### src/rtl/regfile_dump_if.sv
// rtl/regfile_dump_if.sv - register-file debug read port plus UART TX byte stream
//
// Purpose : bundles the two buses regfile_dump talks over.
//   rf_adr   : debug read address into the register file
//   rf_dout  : combinational read data for rf_adr (x0 reads 0)
//   tx_data  : byte presented to the UART TX FIFO
//   tx_valid : tx_data is valid
//   tx_ready : UART TX accepts the byte this cycle
// Modports:
//   master : the dump engine (drives rf_adr, tx_data, tx_valid)
//   slave  : register file + UART side (drives rf_dout, tx_ready)

interface regfile_dump_if #(
   parameter int ADDR_W = 5
);
   logic [ADDR_W-1:0] rf_adr;
   logic [31:0]       rf_dout;
   logic [7:0]        tx_data;
   logic              tx_valid;
   logic              tx_ready;

   modport master (
      output rf_adr,
      input  rf_dout,
      output tx_data,
      output tx_valid,
      input  tx_ready
   );

   modport slave (
      input  rf_adr,
      output rf_dout,
      input  tx_data,
      input  tx_valid,
      output tx_ready
   );
endinterface

### src/rtl/regfile_dump.sv
// rtl/regfile_dump.sv - register-file debug dump engine streaming bytes to UART TX
//
// Purpose : on a start pulse, reads registers 0..NREGS-1 through the debug
//           read port, freezes each 32-bit value, and sends it little-endian,
//           one byte per accepted handshake.
// Ports   :
//   clk    : system clock, rising edge
//   rst_n  : asynchronous active-low reset; aborts a dump immediately
//   start  : begin a dump (only honoured while idle)
//   busy   : dump in progress (LOAD, SEND or DONE)
//   done   : one-cycle pulse after the final byte was accepted
//   bus    : regfile_dump_if.master (rf_adr/rf_dout, tx_data/tx_valid/tx_ready)
// Config  :
//   REGDUMP_IDX_EN : when defined, each record is prefixed with an index byte
//                    holding the register address (5 bytes per record).

module regfile_dump #(
   parameter int NREGS  = 32,
   parameter int ADDR_W = 5
) (
   input  logic             clk,
   input  logic             rst_n,
   input  logic             start,
   output logic             busy,
   output logic             done,
   regfile_dump_if.master   bus
);

`ifdef REGDUMP_IDX_EN
   localparam logic [2:0] LAST_BYTE = 3'd4;
`else
   localparam logic [2:0] LAST_BYTE = 3'd3;
`endif
   localparam logic [ADDR_W-1:0] LAST_ADR = ADDR_W'(NREGS - 1);

   typedef enum logic [1:0] {
      IDLE = 2'd0,
      LOAD = 2'd1,
      SEND = 2'd2,
      DONE = 2'd3
   } state_t;

   state_t            state_q, state_nxt;
   logic [ADDR_W-1:0] adr_q,   adr_nxt;
   logic [31:0]       word_q,  word_nxt;
   logic [2:0]        cnt_q,   cnt_nxt;
   logic              xfer;

   // tx_valid is a pure decode of the state register, so it drops together
   // with the asynchronous reset and can never fall without a transfer.
   assign bus.tx_valid = (state_q == SEND);
   assign xfer         = (state_q == SEND) && bus.tx_ready;
   assign bus.rf_adr   = adr_q;
   assign busy         = (state_q != IDLE);
   assign done         = (state_q == DONE);

   // Byte selection reads only the frozen word and the byte counter, both of
   // which hold while a byte is stalled, so tx_data stays stable under
   // backpressure. Reset values of word/counter make tx_data reset to 0.
   always_comb begin
      bus.tx_data = 8'h00;
`ifdef REGDUMP_IDX_EN
      case (cnt_q)
         3'd0:    bus.tx_data = 8'(adr_q);
         3'd1:    bus.tx_data = word_q[7:0];
         3'd2:    bus.tx_data = word_q[15:8];
         3'd3:    bus.tx_data = word_q[23:16];
         3'd4:    bus.tx_data = word_q[31:24];
         default: bus.tx_data = 8'h00;
      endcase
`else
      case (cnt_q[1:0])
         2'd0:    bus.tx_data = word_q[7:0];
         2'd1:    bus.tx_data = word_q[15:8];
         2'd2:    bus.tx_data = word_q[23:16];
         default: bus.tx_data = word_q[31:24];
      endcase
`endif
   end

   always_ff @(posedge clk or negedge rst_n) begin
      if (!rst_n) begin
         state_q <= IDLE;
         adr_q   <= '0;
         word_q  <= 32'h0;
         cnt_q   <= 3'd0;
      end else begin
         state_q <= state_nxt;
         adr_q   <= adr_nxt;
         word_q  <= word_nxt;
         cnt_q   <= cnt_nxt;
      end
   end

   always_comb begin
      state_nxt = state_q;
      adr_nxt   = adr_q;
      word_nxt  = word_q;
      cnt_nxt   = cnt_q;
      case (state_q)
         IDLE: begin
            if (start) begin
               adr_nxt   = '0;
               state_nxt = LOAD;
            end
         end
         LOAD: begin
            // Snapshot here so a register write during SEND cannot tear a record.
            word_nxt  = bus.rf_dout;
            cnt_nxt   = 3'd0;
            state_nxt = SEND;
         end
         SEND: begin
            if (xfer) begin
               if (cnt_q != LAST_BYTE) begin
                  cnt_nxt = cnt_q + 3'd1;
               end else if (adr_q != LAST_ADR) begin
                  adr_nxt   = adr_q + 1'b1;
                  state_nxt = LOAD;
               end else begin
                  state_nxt = DONE;
               end
            end
         end
         DONE: begin
            state_nxt = IDLE;
         end
         default: begin
            state_nxt = IDLE;
         end
      endcase
   end

endmodule
### src/flat_wrapper.sv
// flat-port wrapper written by rule: the top's interface ports become plain ports
module regfile_dump_flat 
#(
   parameter int NREGS  = 32,
   parameter int ADDR_W = 5
)
  (clk, rst_n, start, busy, done, bus_rf_adr, bus_rf_dout, bus_tx_data, bus_tx_valid, bus_tx_ready);
  regfile_dump_if #(.ADDR_W(ADDR_W)) bus_i ();
  input  logic clk;
  input  logic rst_n;
  input  logic start;
  output logic busy;
  output logic done;
  output wire logic [$bits(bus_i.rf_adr)-1:0] bus_rf_adr;
  input wire logic [$bits(bus_i.rf_dout)-1:0] bus_rf_dout;
  output wire logic [$bits(bus_i.tx_data)-1:0] bus_tx_data;
  output wire logic [$bits(bus_i.tx_valid)-1:0] bus_tx_valid;
  input wire logic [$bits(bus_i.tx_ready)-1:0] bus_tx_ready;
  assign bus_rf_adr = bus_i.rf_adr;
  assign bus_i.rf_dout = bus_rf_dout;
  assign bus_tx_data = bus_i.tx_data;
  assign bus_tx_valid = bus_i.tx_valid;
  assign bus_i.tx_ready = bus_tx_ready;
  regfile_dump #(.NREGS(NREGS), .ADDR_W(ADDR_W)) u_core (.clk(clk), .rst_n(rst_n), .start(start), .busy(busy), .done(done), .bus(bus_i));
endmodule
### config.mk
export PLATFORM = sky130hd
export DESIGN_NAME = regfile_dump_flat
export DESIGN_NICKNAME = d
export VERILOG_FILES = /design/src/rtl/regfile_dump_if.sv /design/src/rtl/regfile_dump.sv /design/src/flat_wrapper.sv
export SDC_FILE = /design/constraint.sdc
export NUM_CORES = 1
export LEC_CHECK = 0
export BUFFER_PORTS_ARGS = -buffer_cell sky130_fd_sc_hd__buf_2
export CAP_MARGIN = 15
export CORE_ASPECT_RATIO = 1.75
export CORE_MARGIN = 1.5
export CORE_UTILIZATION = 50
export DETAILED_ROUTE_END_ITERATION = 8
export GPL_TIMING_DRIVEN = 0
export PLACE_DENSITY = 0.75
export SYNTH_ARGS = -nofsm -noshare
export SYNTH_HDL_FRONTEND = slang
export SYNTH_SLANG_ARGS = --single-unit
### constraint.sdc
create_clock -name clk -period 3.3 [get_ports clk]
set_input_delay 0 -clock clk [delete_from_list [all_inputs] [get_ports clk]]
set_output_delay 0 -clock clk [all_outputs]
set_load 0.05 [all_outputs]
# Yosys cells after proc, flatten, opt, wreduce, memory -nomap -nowiden
# Index checks and enable logic that the tools add are counted.
# op_classes
n_eq_ne,12
reduce_logical,9
n_mux,14
add_sub_neg,2
# ops
cell,n
one-hot mux 8 bit (3 select lines),1
two-way mux 5 bit,4
one-hot mux 5 bit (2 select lines),1
two-way mux 2 bit,4
one-hot mux 2 bit (4 select lines),1
"equality test 2 bit, second input constant",3
two-way mux 3 bit,2
"inequality test 2 x 1 -> 1 bit, second input constant",3
one-hot mux 3 bit (2 select lines),1
AND reduction 3 bit,2
nonzero test 2 bit,3
"adder 5 x 1 -> 5 bit, second input constant",1
"inequality test 5 bit, second input constant",1
AND reduction 5 bit,1
"equality test 2 x 1 -> 1 bit, second input constant",2
logical NOT 2 bit,2
"inequality test 2 bit, second input constant",2
"adder 3 x 1 -> 3 bit, second input constant",1
"inequality test 3 x 2 -> 1 bit, second input constant",1
logical AND 1 bit,1
# totals
input_bits,36
output_inout_bits,16
reg_bits,42

# Longest topological paths before layout
# depth
depth_word,5
depth_mapped,6
mapped_depth_nobuf,6

# Least setup slack after synthesis
# OpenSTA, ideal clock, no wires.
# synth_timing
path_type,reg-to-reg
start,register u_core.adr_q[0] (netlist: u_core.bus.rf_adr[0])
end,register u_core.adr_q[4] (netlist: u_core.bus.rf_adr[4])
synth_period_minus_slack_ns,2.010
stages_incl_launch_ff,7
t_required_ns,3.164
slack_ns,1.290
arrival_time_ns,1.875
n_path_buf,0
path_cell_list,dfrtp_1 ha_1 and3_1 ha_1 and4b_2 a221oi_1 o21ai_0
# synth_between
elab_chain_len,5
word_cells_on_any_way,8
# synth_lines
item,line_no,rtl
"start, declared",regfile_dump.sv:44,"logic [ADDR_W-1:0] adr_q, adr_nxt;"
"start signal, assigned",regfile_dump.sv:89,adr_q <= adr_nxt;
adder 5 x 1 -> 5 bit,regfile_dump.sv:118,adr_nxt = adr_q + 1'b1;
two-way mux 5 bit,regfile_dump.sv:117,end else if (adr_q != LAST_ADR) begin
two-way mux 5 bit,regfile_dump.sv:115,if (cnt_q != LAST_BYTE) begin
two-way mux 5 bit,regfile_dump.sv:114,if (xfer) begin
one-hot mux 5 bit (2 select lines),regfile_dump.sv:100,case (state_q)
# Several ways; a longest one is shown, not always the timed one. The select of a mux whose other input is x is not followed.
# A chain may end at the register's enable or synchronous reset.

# Worst setup path in the final report
# layout_timing
start,register u_core.cnt_q[0]
end,output bus_tx_data[2]
# layout_between
elab_chain_len,2
word_cells_on_any_way,4
# layout_lines
item,line_no,rtl
"start, declared",regfile_dump.sv:46,"logic [2:0] cnt_q, cnt_nxt;"
"start signal, assigned",regfile_dump.sv:91,cnt_q <= cnt_nxt;
equality test 2 bit (tied with other cells),regfile_dump.sv:72,case (cnt_q[1:0])
one-hot mux 8 bit (3 select lines) *,regfile_dump.sv:72,
"end, declared",flat_wrapper.sv:16,output wire logic [$bits(bus_i.tx_data)-1:0] bus_tx_data;
# Mark *: on every way between the ends. The rest lies on a longest branch, timed or not.

==> results.json <==
{
  "grt_pass1_wl_um": 8183,
  "cts_tree": "done",
  "holdBufCountCts": 33,
  "cts_sinks": 42,
  "ios": 52,
  "drive_gt1_share_pct": 33.45,
  "cts_setup_buffers": 0,
  "preCtsSetupSlack_ns": 1.431,
  "syn_inst": 183,
  "h-tree-depth": 2,
  "min_period_ns": 2.019,
  "cp_max_fo": 8,
  "cts-root-buf": "clkbuf_8",
  "wire_per_inst_um": 15.59,
  "crit_chain": "inv_1 -> ha_1 -> clkbuf_1 -> a222oi_1 -> mux2i_1 -> buf_2",
  "yosysTopAreaCell": "dfrtp_1",
  "crit_required_ns": 3.30,
  "setup_violations": 0,
  "reg2reg_slack_ns": 1.42,
  "min_to": "u_core.bus.rf_adr[4]$_DFFE_PN0P_",
  "slowest_delay_ns": 0.43,
  "fmax_ghz": 0.4952,
  "fin_nets": 323,
  "rows": 31,
  "grt_overflow": 0,
  "cp-start-kind": "flop",
  "area_growth_pct": 34.60,
  "antenna_found_initial": 0,
  "tightest_slew_ns": 0.9244,
  "rsz0062_at_grt": "no",
  "initial_core_util_pct": 52.46,
  "ys_ff_latch": 42,
  "sequentialPowerShare_pct": 32.0,
  "peakVddDrop_uv": 825.4,
  "die_w_um": 52.88,
  "via_per_inst": 5.435,
  "worstReg2RegEnd": "u_core.bus.rf_adr[4]$_DFFE_PN0P_",
  "gp_congestion": 0.7253,
  "first_global_vias": 1839,
  "worstPathArrival_ns": 2.02,
  "timing.hold.ws_ns": 0.07231,
  "clk_pin_slew_worst_paths_ns": 0.07,
  "die_area_mm2": 0.004775,
  "syn_avg_cell_area_um2": 11.90,
  "postRouteWirelength_um": 5050,
  "status": "finished clean",
  "setup_tns_ns": 0,
  "power_density_mw_per_mm2": 932.4,
  "hold_start": "start",
  "post_cts_resize_count": 0,
  "switching_share_pct": 44.50,
  "syn_nets": 232,
  "switchingPower_w": 0.001216,
  "reg2reg_from": "u_core.bus.rf_adr[0]$_DFFE_PN0P_",
  "p_clk_share_pct": 14.3,
  "ant_nets": 0,
  "synth_edf_count": 0,
  "synthArstFlopShare_pct": 100.0,
  "crit_path_end_kind": "output port",
  "worstRegToRegCells": 6,
  "intPower_w": 0.001517,
  "maxCapViolations": 0,
  "worst_slack_ns": 1.281,
  "clkLatencyLatePin_ns": 0.30,
  "drt_iter0_drc": 43,
  "fin_cells": 324,
  "synth_area_mm2": 0.002177,
  "fin_skew_ns": 0.005099,
  "io_buffers": 51,
  "clockBufferDepth": 2,
  "hold_viol": 0,
  "vias": 1761,
  "hpwlAfterDp_um": 3363,
  "slowest_stage": "a222oi_1",
  "gr-usage-all-layers_pct": 22.92,
  "slew_violations": 0,
  "fp.dieH_um": 90.29,
  "hp-class": "input pin to flop",
  "dr.pass1.iters": 4,
  "place_inst": 283,
  "comb_power_share_pct": 53.7,
  "drc": 0,
  "synth_warnings": 0,
  "worstHoldPathCells": 3,
  "final_util_pct": 70.61,
  "coreArea_mm2": 0.004150,
  "yosysUniqueCellTypes": 37,
  "ys_seq_area_share_pct": 48.28,
  "netlist_top_cells_area": "dfrtp_1 (48%), mux2_2 (12%), ha_1 (7.5%)",
  "antennaDiodeCount": 0,
  "grt_start_max_net_pins": 43,
  "slew_headroom_pct": 38.37,
  "fin_crit_sh_pct": 61.19,
  "leakagePower_nw": 1.386,
  "ys.flop_type": "dfrtp_1",
  "synth.top_cell.area_share_pct": 48.28,
  "cts_made_buffers": 5,
  "worstSetupPathType": "flop to output port"
}
==> power groups by stage <==
| stage | Sequential, W | Clock [W] | Combinational [W] |
|---|---|---|---|
| finish | 0.000874 | 0.000391 | 0.00147 |
| global route | 0.000903 | 0.000429 | 0.00157 |
| CTS | 0.000869 | 0.000403 | 0.00146 |
| detailed placement | 0.000879 | 0 | 0.00142 |
| global placement | 0.000867 | 0 | 0.00140 |
| floorplan | 0.000858 | 0 | 0.00112 |
==> registers in the layout, summed over array words and instances (netlist names) <==
register / cells
u_core.bus.rf_adr: 5
u_core.cnt_q: 3
u_core.state_q: 2
u_core.word_q: 32
==> cell type report <==
cell class,count,area (µm²)
plain buffers,10,48.80
clock buffers,7,76.32
clock inverters,1,30.03
fillers,304,1220
inverters,15,56.30
multi-input cells,116,1021
flip-flops and latches,42,1051
well taps,49,61.31
repair buffers,84,585.6
==> metal layers <==
metal,up-vias,track usage [%],wire length [µm]
li1,849,-,-
met1,843,26.07,2053
met2,62,40.73,2711
met3,7,4.139,215
met4,0,8.333,69
met5,-,0,0
==> synthesized netlist by cell type, drive strengths merged, types with 3 or more instances <==
cell type and instances:
a21oi 3, a222oi 8, and4b 3, buf 5, clkbuf 5, dfrtp 42
ha 13, inv 15, mux2 24, mux2i 10, nand2 10, nand3 4
o21ai 13
==> through the flow <==
step                area (µm²)  power [W]
floorplan                 2177   0.001975
global placement          2494   0.002268
detailed placement        2494   0.002303
CTS                       2930   0.002730
global route              2930   0.002902
finish                    2930   0.002732
==> worst max path at each step <==
stage	slack (ns)	from	endpoint	cells past startpoint
6_report	1.28	u_core.cnt_q[0]$_DFFE_PN0P_	bus_tx_data[2]	6
5_1_grt	1.15	u_core.cnt_q[0]$_DFFE_PN0P_	bus_tx_data[4]	6
4_1_cts	1.30	u_core.cnt_q[0]$_DFFE_PN0P_	bus_tx_data[6]	6
3_5_place_dp	1.43	u_core.bus.rf_adr[0]$_DFFE_PN0P_	u_core.bus.rf_adr[4]$_DFFE_PN0P_	6
3_3_place_gp	1.47	u_core.bus.rf_adr[0]$_DFFE_PN0P_	u_core.bus.rf_adr[4]$_DFFE_PN0P_	6
2_1_floorplan	1.29	u_core.bus.rf_adr[0]$_DFFE_PN0P_	u_core.bus.rf_adr[4]$_DFFE_PN0P_	6
==> logic make-up (layout without fill, tap and decap cells) <==
| kind of cell | Yosys count | after routing | share of synthesized area, % |
|---|---|---|---|
| AND/OR/NAND/NOR | 32 | 32 | 9.886 |
| buffers and inverters | 25 | 117 | 4.827 |
| AO/OA/AOI/OAI | 37 | 37 | 12.53 |
| adder cells (fa/ha/maj) | 13 | 13 | 7.471 |
| flip-flops | 42 | 42 | 48.28 |
| multiplexers | 34 | 34 | 17.01 |
==> placed cells by master (no fill, tap or decap), drive strengths merged, types with 2 or more instances in the layout <==
master and instances:
inv 15, dfrtp 42, a21oi 3, a22oi 2
nor2b 2, a221oi 2, nand2 10, nand4b 2
dlygate4sd3 33, clkbuf 12, o22ai 2, buf 56
a222oi 8, o21ai 13, nand3 4, nor2 2
mux2i 10, mux2 24, ha 13, nand2b 2
nand3b 2, and4b 3, nor3b 2
==> worst max-delay path: cells and delay by family, from the launching register on <==
family | cells | cell delay, ns
buffers and inverters | 3 | 0.57
flip-flops | 1 | 0.41
adder cells (fa/ha/maj) | 1 | 0.20
AO/OA/AOI/OAI | 1 | 0.43
multiplexers | 1 | 0.12
(Power assumes the default switching activity.)
